**config.mk**
```make
export PLATFORM = sky130hd
export DESIGN_NAME = sprite_animator_flat
export DESIGN_NICKNAME = d
export VERILOG_FILES = /design/src/rtl/sprite_pkg.sv /design/src/rtl/sprite_animator_if.sv /design/src/rtl/sprite_anim_ctrl.sv /design/src/rtl/sprite_animator.sv /design/src/flat_wrapper.sv
export SDC_FILE = /design/constraint.sdc
export NUM_CORES = 1
export LEC_CHECK = 0
export ABC_CLOCK_PERIOD_IN_PS = 3100
export CAP_MARGIN = 10
export CORE_MARGIN = 2
export CORE_UTILIZATION = 35
export CTS_CLUSTER_DIAMETER = 200
export DETAILED_ROUTE_END_ITERATION = 10
export HOLD_SLACK_MARGIN = 0.08
export PLACE_DENSITY_LB_ADDON = 0.1
export SYNTH_ARGS = -nofsm -noshare
export SYNTH_HDL_FRONTEND = slang
export SYNTH_SLANG_ARGS = --single-unit
```
**constraint.sdc**
```tcl
create_clock -name vga_clk -period 3.1 [get_ports vga_clk]
set_input_delay 0.775 -clock vga_clk [delete_from_list [all_inputs] [get_ports vga_clk]]
set_output_delay 0.775 -clock vga_clk [all_outputs]
set_load 0.05 [all_outputs]
```
**src/rtl/sprite_pkg.sv**
```systemverilog
// Shared types and screen constants for the sprite animator.
// Imported by the controller and the pixel pipeline.
package sprite_pkg;

    typedef enum logic [1:0] {
        PLAY  = 2'd0,
        PAUSE = 2'd1,
        DONE  = 2'd2
    } anim_state_t;

    localparam int H_ACTIVE = 640;
    localparam int V_ACTIVE = 480;
    localparam int COORD_W  = 10;

endpackage

```
**src/rtl/sprite_animator_if.sv**
```systemverilog
// Sprite ROM read port: registered address out, palette index back.
// Data is expected to follow the address within the same cycle.
interface sprite_animator_if #(
    parameter int ADDR_W = 14,
    parameter int IDX_W  = 4
);
    logic [ADDR_W-1:0] rom_addr;
    logic [IDX_W-1:0]  rom_q;

    modport master (output rom_addr, input rom_q);
    modport slave  (input rom_addr, output rom_q);
endinterface

```
**src/rtl/sprite_anim_ctrl.sv**
```systemverilog
// Animation sequencer: play/pause/done FSM with tick and frame counters.
// Frames advance only on frame_start; restart wins over everything.
module sprite_anim_ctrl
    import sprite_pkg::*;
#(
    parameter int FRAMES      = 4,
    parameter int FRAME_TICKS = 6,
    parameter int FN_W        = $clog2(FRAMES)
) (
    input  logic            clk,
    input  logic            rst_n,
    input  logic            frame_start,
    input  logic            loop_mode,
    input  logic            anim_en,
    input  logic            anim_restart,
    output logic [FN_W-1:0] frame_num,
    output logic            anim_done
);

    localparam int TICK_W = (FRAME_TICKS > 1) ? $clog2(FRAME_TICKS) : 1;
    localparam logic [TICK_W-1:0] TICK_LAST = TICK_W'(FRAME_TICKS - 1);
    localparam logic [FN_W-1:0]   FRAME_LAST = FN_W'(FRAMES - 1);

    anim_state_t       state, state_n;
    logic [TICK_W-1:0] tick, tick_n;
    logic [FN_W-1:0]   frame, frame_n;
    logic              done, done_n;

    always_ff @(posedge clk or negedge rst_n) begin
        if (!rst_n) begin
            state <= PLAY;
            tick  <= '0;
            frame <= '0;
            done  <= 1'b0;
        end else begin
            state <= state_n;
            tick  <= tick_n;
            frame <= frame_n;
            done  <= done_n;
        end
    end

    always_comb begin
        state_n = state;
        tick_n  = tick;
        frame_n = frame;
        done_n  = done;
        if (anim_restart) begin
            tick_n  = '0;
            frame_n = '0;
            done_n  = 1'b0;
            state_n = anim_en ? PLAY : PAUSE;
        end else begin
            unique case (state)
                PLAY: begin
                    if (!anim_en) begin
                        state_n = PAUSE;
                    end else if (frame_start) begin
                        if (tick == TICK_LAST) begin
                            tick_n = '0;
                            if (frame != FRAME_LAST) begin
                                frame_n = frame + 1'b1;
                            end else if (loop_mode) begin
                                frame_n = '0;
                            end else begin
                                state_n = DONE;
                                done_n  = 1'b1;
                            end
                        end else begin
                            tick_n = tick + 1'b1;
                        end
                    end
                end
                PAUSE: begin
                    if (anim_en) state_n = PLAY;
                end
                DONE: begin
                    state_n = DONE;
                end
                default: state_n = PLAY;
            endcase
        end
    end

    assign frame_num = frame;
    assign anim_done = done;

endmodule

```
**src/rtl/sprite_animator.sv**
```systemverilog
// Positioned, scaled, flippable animated sprite for the VGA path.
// Two-stage pipeline: address/hit register, then opacity and index.
module sprite_animator
    import sprite_pkg::*;
#(
    parameter int SPR_W       = 64,
    parameter int SPR_H       = 64,
    parameter int FRAMES      = 4,
    parameter int IDX_W       = 4,
    parameter int SCALE_SHIFT = 1,
    parameter int FRAME_TICKS = 6,
    parameter int TRANSP_IDX  = 0
) (
    input  logic                       vga_clk,
    input  logic                       reset_n,
    input  logic [COORD_W-1:0]         DrawX,
    input  logic [COORD_W-1:0]         DrawY,
    input  logic                       blank,
    input  logic                       frame_start,
    input  logic [COORD_W-1:0]         pos_x,
    input  logic [COORD_W-1:0]         pos_y,
    input  logic                       flip_h,
    input  logic                       loop_mode,
    input  logic                       anim_en,
    input  logic                       anim_restart,
    sprite_animator_if.master          rom,
    output logic                       pixel_on,
    output logic [IDX_W-1:0]           pixel_idx,
    output logic [$clog2(FRAMES)-1:0]  frame_num,
    output logic                       anim_done
);

    localparam int ADDR_W = $clog2(SPR_W * SPR_H * FRAMES);
    localparam int FN_W   = $clog2(FRAMES);
    localparam int SX_W   = $clog2(SPR_W);
    localparam int SY_W   = $clog2(SPR_H);
    localparam int CW     = COORD_W + 1;
    localparam logic [CW-1:0] SPAN_X = CW'(SPR_W << SCALE_SHIFT);
    localparam logic [CW-1:0] SPAN_Y = CW'(SPR_H << SCALE_SHIFT);

    logic [COORD_W-1:0] pos_x_q, pos_y_q;
    logic               flip_q;
    logic [CW-1:0]      dx, dy;
    logic               in_x, in_y, hit;
    logic [SX_W-1:0]    sx_raw, sx;
    logic [SY_W-1:0]    sy;
    logic [ADDR_W-1:0]  addr, rom_addr_q;
    logic               hit_d, blank_d;
    logic               on_n;

    sprite_anim_ctrl #(
        .FRAMES      (FRAMES),
        .FRAME_TICKS (FRAME_TICKS),
        .FN_W        (FN_W)
    ) u_ctrl (
        .clk          (vga_clk),
        .rst_n        (reset_n),
        .frame_start  (frame_start),
        .loop_mode    (loop_mode),
        .anim_en      (anim_en),
        .anim_restart (anim_restart),
        .frame_num    (frame_num),
        .anim_done    (anim_done)
    );

    // 11-bit offsets so a sprite near the right/bottom edge never wraps
    assign dx   = {1'b0, DrawX} - {1'b0, pos_x_q};
    assign dy   = {1'b0, DrawY} - {1'b0, pos_y_q};
    assign in_x = (DrawX >= pos_x_q) && (dx < SPAN_X);
    assign in_y = (DrawY >= pos_y_q) && (dy < SPAN_Y);
    assign hit  = in_x && in_y;

    assign sx_raw = dx[SCALE_SHIFT +: SX_W];
    assign sy     = dy[SCALE_SHIFT +: SY_W];
    assign sx     = flip_q ? ~sx_raw : sx_raw;

    assign addr = ADDR_W'(frame_num) * ADDR_W'(SPR_W * SPR_H)
                + ADDR_W'(sy) * ADDR_W'(SPR_W)
                + ADDR_W'(sx);

    assign on_n = hit_d && blank_d && (rom.rom_q != IDX_W'(TRANSP_IDX));

    always_ff @(posedge vga_clk or negedge reset_n) begin
        if (!reset_n) begin
            pos_x_q    <= '0;
            pos_y_q    <= '0;
            flip_q     <= 1'b0;
            rom_addr_q <= '0;
            hit_d      <= 1'b0;
            blank_d    <= 1'b0;
            pixel_on   <= 1'b0;
            pixel_idx  <= '0;
        end else begin
            if (frame_start) begin
                pos_x_q <= pos_x;
                pos_y_q <= pos_y;
                flip_q  <= flip_h;
            end
            if (hit) rom_addr_q <= addr;
            hit_d     <= hit;
            blank_d   <= blank;
            pixel_on  <= on_n;
            pixel_idx <= on_n ? rom.rom_q : '0;
        end
    end

    assign rom.rom_addr = rom_addr_q;

endmodule

```
**src/flat_wrapper.sv**
```systemverilog
// flat-port wrapper written by rule: the top's interface ports become plain ports
module sprite_animator_flat import sprite_pkg::*;
#(
    parameter int SPR_W       = 64,
    parameter int SPR_H       = 64,
    parameter int FRAMES      = 4,
    parameter int IDX_W       = 4,
    parameter int SCALE_SHIFT = 1,
    parameter int FRAME_TICKS = 6,
    parameter int TRANSP_IDX  = 0
)
  (vga_clk, reset_n, DrawX, DrawY, blank, frame_start, pos_x, pos_y, flip_h, loop_mode, anim_en, anim_restart, pixel_on, pixel_idx, frame_num, anim_done, rom_rom_addr, rom_rom_q);
  sprite_animator_if #(.ADDR_W(14), .IDX_W(IDX_W)) rom_i ();
  input  logic vga_clk;
  input  logic reset_n;
  input  logic [COORD_W-1:0] DrawX;
  input  logic [COORD_W-1:0] DrawY;
  input  logic blank;
  input  logic frame_start;
  input  logic [COORD_W-1:0] pos_x;
  input  logic [COORD_W-1:0] pos_y;
  input  logic flip_h;
  input  logic loop_mode;
  input  logic anim_en;
  input  logic anim_restart;
  output logic pixel_on;
  output logic [IDX_W-1:0] pixel_idx;
  output logic [$clog2(FRAMES)-1:0] frame_num;
  output logic anim_done;
  output wire logic [$bits(rom_i.rom_addr)-1:0] rom_rom_addr;
  input wire logic [$bits(rom_i.rom_q)-1:0] rom_rom_q;
  assign rom_rom_addr = rom_i.rom_addr;
  assign rom_i.rom_q = rom_rom_q;
  sprite_animator #(.SPR_W(SPR_W), .SPR_H(SPR_H), .FRAMES(FRAMES), .IDX_W(IDX_W), .SCALE_SHIFT(SCALE_SHIFT), .FRAME_TICKS(FRAME_TICKS), .TRANSP_IDX(TRANSP_IDX)) u_core (.vga_clk(vga_clk), .reset_n(reset_n), .DrawX(DrawX), .DrawY(DrawY), .blank(blank), .frame_start(frame_start), .pos_x(pos_x), .pos_y(pos_y), .flip_h(flip_h), .loop_mode(loop_mode), .anim_en(anim_en), .anim_restart(anim_restart), .rom(rom_i), .pixel_on(pixel_on), .pixel_idx(pixel_idx), .frame_num(frame_num), .anim_done(anim_done));
endmodule
```
==> results of run 1 <==
## layer usage
| layer | vias to the layer above | GRT usage, % |
|---|---|---|
| met4 | 0 | 3.571 |
| met1 | 1128 | 19.79 |
| met3 | 9 | 2.767 |
| met2 | 50 | 27.05 |
| met5 | - | 0 |
| li1 | 1269 | - |
## repair_timing
item	in CTS	in global routing
pin swaps	16	15
endpoints found under the setup margin	15	15
setup buffers	14	2
gates cloned	1	0
gates resized for setup	32	24
## state kept, by name, summed over array words and instances (netlist names)
register	cells
u_core.u_ctrl.tick	3
u_core.hit_d	1
u_core.u_ctrl.anim_done	1
u_core.u_ctrl.state	2
u_core.pixel_idx	4
u_core.pixel_on	1
u_core.blank_d	1
u_core.pos_x_q	10
u_core.flip_q	1
u_core.u_ctrl.frame_num	2
u_core.rom.rom_addr	14
u_core.pos_y_q	10
## path summary, 6_finish.rpt
check | cells past startpoint | slack (ns) | start | to
setup / recovery | 11 | -0.04 | DrawY[0] | u_core.rom.rom_addr[2]$_DFFE_PN0P_
hold / removal | 1 | 0.42 | reset_n | u_core.pos_y_q[9]$_DFFE_PN0P_
setup reg to reg | 10 | 0.14 | u_core.pos_y_q[0]$_DFFE_PN0P_ | u_core.rom.rom_addr[2]$_DFFE_PN0P_
hold reg to reg | 1 | 0.44 | u_core.u_ctrl.state[0]$_DFFE_PN0P_ | u_core.u_ctrl.state[1]$_DFFE_PN0P_
max in group asynchronous | 2 | 1.92 | reset_n | u_core.rom.rom_addr[2]$_DFFE_PN0P_
min in group vga_clk | 1 | 0.44 | u_core.u_ctrl.state[0]$_DFFE_PN0P_ | u_core.u_ctrl.state[1]$_DFFE_PN0P_
## logic make-up (layout without fill, tap and decap cells)
family	Yosys count	count (layout)	synth area share (%)
and+or+nand+nor	76	76	12.96
AOI/OAI and AO/OA	67	67	13.90
DFF	50	50	42.77
buffers and inverters	39	168	5.945
adders and majority gates	23	23	10.35
muxes	22	22	9.282
xor gates and xnor gates	16	16	4.790
## cell usage in the layout, fill, tap and decap left out, drive strengths merged, types with 3 or more instances in the layout
| master | instances |
|---|---|
| dlymetal6s2s | 5 |
| nand3 | 3 |
| o21bai | 3 |
| xnor2 | 11 |
| nor4 | 5 |
| nor2b | 5 |
| a21o | 4 |
| nand2 | 26 |
| nor2 | 16 |
| a21oi | 17 |
| mux2 | 17 |
| mux2i | 5 |
| o21a | 5 |
| dlygate4sd2 | 4 |
| buf | 61 |
| clkdlybuf4s50 | 59 |
| ha | 21 |
| and3 | 6 |
| inv | 29 |
| clkbuf | 7 |
| nor3 | 6 |
| xor2 | 5 |
| dfrtp | 50 |
| nand4 | 3 |
| o21ai | 27 |
## metrics by stage
step	hold WS [ns]	instance area, um2	cells
4_1_cts	0.4236	4352	526
6_report	0.4154	4476	527
5_1_grt	0.4390	4476	527
3_3_place_gp	0.4188	4086	504
3_5_place_dp	0.4275	4086	504
2_1_floorplan	0.4091	2975	293
## power breakdown
part	switching [mW]	internal [mW]	total (mW)
clock	0.226	0.155	0.380
sequential	0.0393	0.710	0.749
combinational	0.378	0.422	0.800
total	0.643	1.29	1.93
## layout make-up
class	count	area, um2	area share [%]
clock inverters	2	15.01	0.3355
well taps	105	131.4	2.935
clock buffers	5	68.82	1.538
multi-input cells	204	1675	37.43
repair buffers	132	1212	27.09
inverters	29	121.4	2.712
flip-flops and latches	50	1251	27.96
## worst max-delay path: stages
cell     delay (ns)
buf_12         0.11
inv_12         0.04
ha_4           0.12
fa_2           0.18
and2b_1        0.17
o21a_1         0.18
a311o_2        0.39
a211o_2        0.30
or4_4          0.59
buf_12         0.18
mux2_4         0.29
==> impl_metrics.json, run 1 <==
{
  "die_height_um": 95.42,
  "fillers": 781,
  "grt_max_degree": 41,
  "cts-root-buf": "clkbuf_8",
  "die-area_um2": 9105,
  "synth_top_cell_area_share_pct": 42.77,
  "met2_length_um": 3215,
  "tightest_slew_ns": 0.5031,
  "crit_required_ns": 3.29,
  "wl_met3_um": 274,
  "p_per_area_nw_per_um2": 431.0,
  "drv_cap": 0,
  "clkLatencyLatePin_ns": 0.31,
  "yosys_warnings": 0,
  "start_kind": "input port",
  "hold_violations": 0,
  "placementRows": 33,
  "postSynthCellCount": 293,
  "clkTransAtPathRegs_ns": 0.10,
  "grt_pass1_vias": 2481,
  "max_freq_ghz": 0.3189,
  "post-place-ws_ns": -0.8418,
  "routed.top_layer": "met4",
  "drtIter0Drc": 63,
  "worstSetupPathType": "in2reg",
  "route.detailed.wl_per_inst_um": 12.64,
  "wirelength_um": 6659,
  "tns_ns": -0.2614,
  "layout.nets": 497,
  "synth_edf_count": 0,
  "synth_most_common_cell": "dfrtp_1",
  "synth_commonest_cells": "dfrtp_1, inv_1, o21ai_0, nand2_1, ha_1",
  "crit_path_max_fanout": 7,
  "period_needed_ns": 3.135,
  "status": "finished with violations",
  "syn-cell-area_um2": 2925,
  "antenna_found_initial": 0,
  "holdCritPathClass": "in2async",
  "initial_core_util_pct": 35.78,
  "cts_buffers": 5,
  "die_x_um": 95.42,
  "drt_pass1_iterations": 4,
  "cts_tree": "yes",
  "maxSlewViolCount": 0,
  "ys.flop_type": "dfrtp_1",
  "met1_length_um": 3089,
  "synth_area_leaders": "dfrtp_1, ha_1, o21ai_0",
  "failed_checks": "setup timing",
  "finalWeightedCongestion": 0.8001,
  "leakage_nw": 2.139,
  "drive_gt1_share_pct": 27.96,
  "slew_headroom_pct": 66.36,
  "fin_total_pwr_mw": 1.929,
  "drc": 0,
  "async_flop_share_pct": 100.0,
  "core_area_um2": 8175,
  "synth_seq_area_share_pct": 42.77,
  "numPortBuffers": 73,
  "num_vias": 2456,
  "cts_max_path_buffers": 2,
  "finalSetupViolCount": 13,
  "post-synth-top-area-cell": "dfrtp_1",
  "timing.final.crit_share_pct": 101.1,
  "syn2layout_area_growth_pct": 52.99,
  "grt_setup_unrepaired": "yes",
  "hpwlAfterDp_um": 4986,
  "syn_area_per_cell_um2": 9.984,
  "grt_pass1_wl_um": 11040,
  "end_kind": "flop",
  "fin_util_pct": 54.74,
  "cp.arrival_ns": 3.33,
  "synth.distinct_cells": 43,
  "overflow": 0,
  "grt_usage_pct": 15.43,
  "io_pins": 74,
  "ys_seq_elements": 50,
  "vdd_drop_max_mv": 0.1750,
  "htreeDepth": 2,
  "layout_setup_ws_ns": -0.03531,
  "skew_ns": 0.01039,
  "routed_via_density": 4.660,
  "hold_buffers": 0,
  "antenna-diode-count": 0,
  "synth_nets": 368,
  "cts_sinks": 50,
  "ant_nets": 0
}
(Power assumes the default switching activity.)
==> run 2, diff against run 1 <==
ABC_CLOCK_PERIOD_IN_PS = 3800   (was 3100)
clock period = 3.8 ns   (was 3.1 ns; I/O delays follow)
==> run 2 against run 1 <==
Against the previous run: the flow now finishes without violations; clock skew grew 0.0021 ns; sequential share of layout area grew 3.6 points; critical path depth grew 1; clock power shrank 14%; hold slack gained 0.019 ns; clock-buffer cell count is the same; combinational power shrank 33%; core utilization shrank 6.3 points; first-iteration DRC count grew 51%; global-route usage shrank 0.96 points; largest power group is now sequential cells.
==> impl_metrics.json, run 2 (synthesized netlist as in run 1, its figures left out) <==
{
  "io_pins": 74,
  "final_cell_mix": "clkdlybuf4s50_1, dfrtp_1, inv_1",
  "layout_commonest_cell": "clkdlybuf4s50_1",
  "layout_setup_ws_ns": 0.1084,
  "hold_buffers": 0,
  "holdCritPathClass": "reg2reg",
  "htreeDepth": 2,
  "post-place-ws_ns": -0.3313,
  "p_clk_share_pct": 22.1,
  "multi_input_area_um2": 1506,
  "grt_max_degree": 41,
  "drc": 0,
  "regArea_um2": 1251,
  "overflow": 0,
  "fin_util_pct": 48.48,
  "fillers": 791,
  "end_kind": "flop",
  "placementRows": 33,
  "finalSetupViolCount": 0,
  "cp.arrival_ns": 3.89,
  "drive_gt1_share_pct": 13.35,
  "tightest_slew_ns": 0.6641,
  "slew_headroom_pct": 55.72,
  "swShare_pct": 33.95,
  "cts_sinks": 50,
  "layout.nets": 456,
  "placed_area_um2": 3852,
  "hpwlAfterDp_um": 4725,
  "grt_usage_pct": 14.47,
  "p_int_mw": 0.9701,
  "final_area_um2": 3964,
  "largest_reg_flops": 14,
  "postCtsSetupRepairBufs": 0,
  "numPortBuffers": 73,
  "ant_nets": 0,
  "wirelength_um": 6155,
  "die_height_um": 95.42,
  "finalWeightedCongestion": 0.8162,
  "hold_violations": 0,
  "period_needed_ns": 3.692,
  "clkTransAtPathRegs_ns": 0.10,
  "timing.final.crit_share_pct": 97.15,
  "num_vias": 2300,
  "grt_pass1_wl_um": 10170,
  "path_cells": "clkdlybuf4s50_1 > inv_1 > ha_1 > fa_2 > and2b_1 > o21a_1 > a311o_2 > o21ai_0 > a211o_2 > or4_4 > buf_12 > mux2_4",
  "critPathSlowestCell": "or4_4",
  "skew_ns": 0.01249,
  "status": "completed",
  "grt_setup_unrepaired": "no",
  "combPwrFrac_pct": 36.3,
  "route.detailed.wl_per_inst_um": 12.64,
  "drt_pass1_iterations": 4,
  "die-area_um2": 9105,
  "final_cells": 487,
  "cts_tree": "yes",
  "dp_cells": 479,
  "routed_via_density": 4.723,
  "drtIter0Drc": 95,
  "clkLatencyLatePin_ns": 0.31,
  "max_stage_delay_ns": 0.49,
  "crit_path_max_fanout": 15,
  "cts_max_path_buffers": 2,
  "initial_core_util_pct": 35.78,
  "vdd_drop_max_mv": 0.1378,
  "core_area_um2": 8175,
  "start_kind": "input port",
  "worstSetupPathType": "in2reg",
  "maxSlewViolCount": 0,
  "leakage_nw": 1.866,
  "p_sw_mw": 0.4986,
  "seq_power_share_pct": 41.6,
  "antenna-diode-count": 0,
  "syn2layout_area_growth_pct": 35.50,
  "die_x_um": 95.42,
  "cts_buffers": 5,
  "antenna_found_initial": 0,
  "max_freq_ghz": 0.2709,
  "drv_cap": 0,
  "crit_required_ns": 3.99,
  "p_per_area_nw_per_um2": 370.5,
  "holdWs_ns": 0.4340,
  "grt_pass1_vias": 2184,
  "cts-root-buf": "clkbuf_8"
}
-- run 2: cell types whose count changed in the layout (fill, tap and decap cells not counted), moves of 3 or more --
cell             delta
dlygate4sd2_1       -4
ha_1               +12
buf_4              -39
o21ai_0             +3
inv_1               +3
clkdlybuf4s50_1    +13
ha_4                -9
ha_2                -3
dlymetal6s2s_1      -5
-- run 2: final timing paths --
check	from	slack, ns	depth (start not counted)	end
worst min-delay path	u_core.u_ctrl.state[0]$_DFFE_PN0P_	0.43	1	u_core.u_ctrl.state[1]$_DFFE_PN0P_
max in group asynchronous	reset_n	2.37	2	u_core.pos_y_q[5]$_DFFE_PN0P_
worst max-delay path	DrawY[0]	0.11	12	u_core.rom.rom_addr[7]$_DFFE_PN0P_
worst min register to register	u_core.u_ctrl.state[0]$_DFFE_PN0P_	0.43	1	u_core.u_ctrl.state[1]$_DFFE_PN0P_
min in group asynchronous	reset_n	0.66	1	u_core.u_ctrl.frame_num[0]$_DFFE_PN0P_
worst max register to register	u_core.pos_y_q[0]$_DFFE_PN0P_	0.87	10	u_core.rom.rom_addr[7]$_DFFE_PN0P_
-- run 2: per-layer routing --
metal | vias up | track usage (%) | share of wire (%)
met5 | - | 0 | 0
met1 | 1055 | 19.17 | 47
li1 | 1186 | - | -
met4 | 0 | 3.571 | 1.1
met3 | 5 | 3.083 | 4.6
met2 | 54 | 24.18 | 47
-- run 2: power groups by stage --
stage               Clock (mW)  Sequential, mW  Combinational, mW
floorplan                    0           0.685              0.281
finish                   0.325           0.610              0.533
detailed placement           0           0.622              0.537
global placement             0           0.621              0.533
CTS                      0.343           0.613              0.538
global route             0.371           0.617              0.586
-- run 2: stage by stage --
| step | power, mW | TNS (ns) |
|---|---|---|
| 2_1_floorplan | 0.9655 | 0 |
| 3_3_place_gp | 1.154 | -3.782 |
| 3_5_place_dp | 1.159 | -4.238 |
| 4_1_cts | 1.493 | 0 |
| 5_1_grt | 1.574 | 0 |
| 6_report | 1.469 | 0 |
-- run 2: worst max-delay path: cells and delay by family --
family	cells	cell delay [ns]
compound gates	4	0.70
fa+ha+maj	2	0.57
buf+inv	3	0.68
mux	1	0.30
simple gates	2	0.69
-- run 2: timing repair --
action / in CTS / in global routing
setup endpoints to repair: 4 / 13
gates resized for setup: 1 / 4
hold endpoints to repair: 0 / 0
-- run 2: final cells by class --
cell class              count  share of cell area [%]
flip-flops and latches     50                   31.57
well taps                 105                   3.314
repair buffers             91                   22.03
inverters                  29                   2.746
clock buffers               5                   1.736
clock inverters             3                  0.5997
multi-input cells         204                   38.00
==> run 3, diff against run 2 <==
PLACE_DENSITY_LB_ADDON = default   (was 0.1)
REMOVE_ABC_BUFFERS = 1   (was default)
==> run 3 against run 2 <==
Against the previous run: combinational power rose by 2%; cell count rose by 1.2%; routed wire length fell by 2.6%; global-route usage fell by 0.40 points; clock power rose by 1%; non-clock buffer count rose by 6; die area did not move; clock-buffer cell count did not move; critical path type unchanged.
==> impl_metrics.json, run 3 (synthesized netlist as in run 1, its figures left out) <==
{
  "status": "completed",
  "postCtsSetupRepairBufs": 0,
  "skew_ns": 0.01102,
  "drive_gt1_share_pct": 14.69,
  "die-area_um2": 9105,
  "maxSlewViolCount": 0,
  "io_pins": 74,
  "period_needed_ns": 3.669,
  "clkTransAtPathRegs_ns": 0.10,
  "seq_power_share_pct": 41.1,
  "cts-root-buf": "clkbuf_8",
  "drtIter0Drc": 63,
  "cts_sinks": 50,
  "cts_max_path_buffers": 2,
  "final_area_um2": 4009,
  "route.detailed.wl_per_inst_um": 12.15,
  "drt_pass1_iterations": 4,
  "end_kind": "flop",
  "grt_pass1_wl_um": 10030,
  "timing.final.crit_share_pct": 96.56,
  "hpwlAfterDp_um": 4824,
  "crit_required_ns": 3.99,
  "path_cells": "clkdlybuf4s50_1 > inv_1 > ha_1 > fa_2 > and2b_1 > o21a_1 > a311o_2 > o21ai_0 > a211o_2 > or4_4 > buf_6 > mux2_4",
  "hold_buffers": 0,
  "overflow": 0,
  "grt_pass1_vias": 2275,
  "cp.arrival_ns": 3.86,
  "drv_cap": 0,
  "fin_total_pwr_mw": 1.485,
  "p_per_area_nw_per_um2": 370.3,
  "combPwrFrac_pct": 36.7,
  "max_freq_ghz": 0.2725,
  "max_stage_delay_ns": 0.49,
  "layout_commonest_cell": "clkdlybuf4s50_1",
  "die_height_um": 95.42,
  "largest_reg_flops": 14,
  "holdCritPathClass": "reg2reg",
  "placementRows": 33,
  "post-place-ws_ns": -0.2872,
  "routed_via_density": 4.631,
  "layout.nets": 462,
  "wirelength_um": 5992,
  "ant_nets": 0,
  "cts_buffers": 5,
  "crit_path_max_fanout": 8,
  "cts_tree": "yes",
  "final_cells": 493,
  "htreeDepth": 2,
  "fillers": 797,
  "tns_ns": 0,
  "p_sw_mw": 0.5013,
  "tightest_slew_ns": 0.6964,
  "grt_setup_unrepaired": "no",
  "core_area_um2": 8175,
  "hold_violations": 0,
  "start_kind": "input port",
  "numPortBuffers": 73,
  "grt_max_degree": 37,
  "vdd_drop_max_mv": 0.1532,
  "p_int_mw": 0.9833,
  "holdWs_ns": 0.4482,
  "die_x_um": 95.42,
  "syn2layout_area_growth_pct": 37.04,
  "grt_usage_pct": 14.07,
  "regArea_um2": 1251,
  "drc": 0,
  "layout_setup_ws_ns": 0.1306,
  "fin_util_pct": 49.04,
  "dp_cells": 485,
  "initial_core_util_pct": 35.78,
  "swShare_pct": 33.76,
  "p_clk_share_pct": 22.2,
  "finalSetupViolCount": 0,
  "placed_area_um2": 3897,
  "slew_headroom_pct": 53.57,
  "multi_input_area_um2": 1506,
  "finalWeightedCongestion": 0.8080,
  "antenna_found_initial": 0,
  "worstSetupPathType": "in2reg",
  "critPathSlowestCell": "or4_4",
  "num_vias": 2283,
  "leakage_nw": 1.901,
  "final_cell_mix": "clkdlybuf4s50_1, dfrtp_1, inv_1",
  "clkLatencyLatePin_ns": 0.30,
  "antenna-diode-count": 0
}
==> run 3: path summary, 6_finish.rpt <==
kind | start | endpoint | slack, ns | depth (start not counted)
min in group asynchronous | reset_n | u_core.pos_x_q[2]$_DFFE_PN0P_ | 0.68 | 1
hold / removal | u_core.u_ctrl.state[0]$_DFFE_PN0P_ | u_core.u_ctrl.state[1]$_DFFE_PN0P_ | 0.45 | 1
max in group asynchronous | reset_n | u_core.rom.rom_addr[10]$_DFFE_PN0P_ | 2.39 | 2
setup reg to reg | u_core.pos_y_q[0]$_DFFE_PN0P_ | u_core.rom.rom_addr[5]$_DFFE_PN0P_ | 0.88 | 10
setup / recovery | DrawY[0] | u_core.rom.rom_addr[5]$_DFFE_PN0P_ | 0.13 | 12
hold reg to reg | u_core.u_ctrl.state[0]$_DFFE_PN0P_ | u_core.u_ctrl.state[1]$_DFFE_PN0P_ | 0.45 | 1
==> run 3: power by group through the flow <==
stage / combinational (mW) / clock, mW / sequential, mW
floorplan: 0.251 / 0 / 0.702
detailed placement: 0.549 / 0 / 0.622
global route: 0.599 / 0.373 / 0.618
CTS: 0.551 / 0.347 / 0.611
global placement: 0.542 / 0 / 0.621
finish: 0.545 / 0.329 / 0.611
==> run 3: routing by layer <==
metal	track usage [%]	share of wire, %	vias up	wire length [um]
li1	-	-	1202	-
met1	18.38	47	1029	2796
met2	23.71	48	47	2874
met3	2.451	4.1	5	248
met4	4.524	1.2	0	73
met5	0	0	-	0
==> run 3: repair_timing <==
| action | 4_1_cts | 5_1_grt |
|---|---|---|
| gates resized for setup | 0 | 4 |
| setup endpoints to repair | 0 | 13 |
| endpoints found under the hold margin | 0 | 0 |
==> run 3: layout make-up <==
type                       instances  share of cell area (%)
clock buffer                       5                   1.717
clock inverter                     3                  0.7179
inverter                          29                   2.715
multi-input combinational        204                   37.58
sequential                        50                   31.21
tap                              105                   3.277
timing repair buffer              97                   22.78
==> run 3: critical path: cells and delay by family <==
| kind | cells | cell delay [ns] |
|---|---|---|
| multiplexers | 1 | 0.29 |
| AO/OA/AOI/OAI | 4 | 0.71 |
| buffers and inverters | 3 | 0.65 |
| AND/OR/NAND/NOR | 2 | 0.69 |
| adder cells (fa/ha/maj) | 2 | 0.57 |
==> RTL edit, RTL diff (config.mk and constraints of run 3) <==
Re-encode `anim_state_t` (3 states) as one-hot, 3 bits wide.
--- a/src/rtl/sprite_pkg.sv
+++ b/src/rtl/sprite_pkg.sv
@@ -2,10 +2,10 @@
 // Imported by the controller and the pixel pipeline.
 package sprite_pkg;
 
-    typedef enum logic [1:0] {
-        PLAY  = 2'd0,
-        PAUSE = 2'd1,
-        DONE  = 2'd2
+    typedef enum logic [2:0] {
+        PLAY  = 3'b001,
+        PAUSE = 3'b010,
+        DONE  = 3'b100
     } anim_state_t;
 
     localparam int H_ACTIVE = 640;
Check against the original RTL: same outputs for any inputs over 10 cycles, from zero or initial values and one cycle with reset_n low; not proved beyond that.
==> RTL edit against run 3 <==
Cell area down 0.16%; critical path type unchanged; sequential cell count grew 1; clock power hardly changed; worst setup slack better by 230 ps; count of clock-buffer cells in the layout grew 2; worst hold slack improved by 50 ps; power shrank 2.9%; synthesized cell count grew 4.1%; critical path depth rose by 1; area after synthesis increased by 4.2%; routed wire length rose by 2.7%.
==> RTL edit: results (changes against run 3) <==
Run status
  • Status: finished, final reports clean (unchanged)

Drt
  • DR WL/cell: 12.6 um (was 12.2 um)
  • Pre-antenna DRT Iters: 4 (unchanged)
  • Initial drt markers: 37 (was 63)
  • Vias post-DR: 2,339 (was 2,283)

Worst setup path
  • Reg2reg path depth: 11 (was 10)
  • Max incr delay on CP: 400 ps (was 490 ps)
  • CP max stage cell: clkdlybuf4s50_1 (was or4_4)
  • Worst Setup EP: u_core.rom.rom_addr[3]$_DFFE_PN0P_ (was u_core.rom.rom_addr[5]$_DFFE_PN0P_)
  • R2R setup slack: 1100 ps (was 880 ps)
  • Critical-path maximum fanout: 15 (was 8)
  • CP Data Arrival Time: 3630 ps (was 3860 ps)
  • Crit path from: DrawY[0] (unchanged)

Placed design
  • HPWL after DPL: 4840 um (was 4820 um)
  • Post-place setup slack: -1.02 ps (was -287 ps)
  • Routability cong.: 0.824 (was 0.808)
  • DP Area: 3910 um2 (was 3900 um2)

Global routing
  • Largest net degree at the start of global routing: 39 (was 37)
  • Global Route Usage Sum: 13.2% (was 14.1%)
  • Wire length of the first global-routing pass: 10,500 um (was 10,000 um)

Timing
  • Worst clock skew: 4.26 ps (was 11.0 ps)
  • Hold_ws: 499 ps (was 448 ps)
  • Worst slew margin: 43.2% (was 53.6%)

Yosys
  • Area share of the largest cell type after synthesis: 41.0% (was 42.8%)
  • Sequential-to-total area share from yosys stat: 41.9% (was 42.8%)
  • Syn. warnings: 0 (unchanged)
  • Commonest cells post-synth: dfrtp_1 (50), nand2_1 (34), o21ai_0 (30), inv_1 (27), ha_1 (21) (was dfrtp_1 (50), inv_1 (29), o21ai_0 (27), nand2_1 (26), ha_1 (21))
  • Synth cell types: 51 (was 43)
  • Synth top area cells: dfrtp_1 (41%), ha_1 (8.6%), o21ai_0 (4.9%) (was dfrtp_1 (43%), ha_1 (9.0%), o21ai_0 (4.6%))
  • Flops & latches, synth: 51 (was 50)

Power and ir drop
  • Leak: 0.00186 uW (was 0.00190 uW)
  • Max IR drop VDD: 0.174 mV (was 0.153 mV)

Final layout
  • Post-layout nets: 455 (was 462)
  • Ratio of cells with drive above 1 in the final layout: 11.0% (was 14.7%)

Worst hold path
  • Hold Path Cell Cnt: 2 (was 1)
  • Hold path startpoint: u_core.u_ctrl.anim_done$_DFFE_PN0P_ (was u_core.u_ctrl.state[0]$_DFFE_PN0P_)
  • Worst Hold Endpoint: u_core.u_ctrl.anim_done$_DFFE_PN0P_ (was u_core.u_ctrl.state[1]$_DFFE_PN0P_)
[RTL edit: changes by cell type in the layout (fill, tap and decap cells not counted), moves of 4 or more]
| cell | change |
|---|---|
| mux2i_1 | -4 |
| buf_4 | -18 |
| nand2_1 | +8 |
| nor3_1 | -4 |
| nor4_1 | -4 |
[RTL edit: cell families (layout without fill, tap and decap cells)]
kind of cell / after synthesis / after routing / synth area share, %
buf+inv: 37 / 113 / 5.05
mux: 19 / 19 / 8.08
simple gates: 84 / 84 / 14.8
fa+ha+maj: 23 / 23 / 9.93
compound gates: 72 / 72 / 14.8
flops: 51 / 51 / 41.9
xor+xnor: 19 / 19 / 5.46
[RTL edit: worst max-delay path, delay by kind of cell]
kind | cells | cell delay, ps
AOI/OAI and AO/OA | 3 | 850
adders and majority gates | 2 | 560
buffers and inverters | 4 | 660
muxes | 1 | 340
and+or+nand+nor | 3 | 270
[RTL edit: area by class of cell]
type / instances / area [um2]
fillers: 836 / 4590
repair buffers: 78 / 776
multi-input cells: 217 / 1620
clock inverters: 1 / 8.76
inverters: 27 / 101
clock buffers: 7 / 86.3
well taps: 108 / 135
flip-flops and latches: 51 / 1280
[RTL edit: per-stage QoR]
step,setup TNS [ps],cells
6_report,0,489
5_1_grt,0,489
3_5_place_dp,-1.02,481
4_1_cts,0,489
3_3_place_gp,0,481
2_1_floorplan,0,295
[RTL edit: where the power goes]
part | internal [uW] | switching (uW) | leakage (uW)
combinational | 229 | 262 | 0.00115
sequential | 588 | 32.3 | 0.000661
clock | 150 | 180 | 0.0000484
[RTL edit: per-layer routing]
layer	global-route usage, %	vias up	routed length [um]
li1	-	1196	-
met1	17.5	1081	2860
met2	22.3	56	2940
met3	2.81	6	283
met4	3.31	0	60
met5	0	-	0
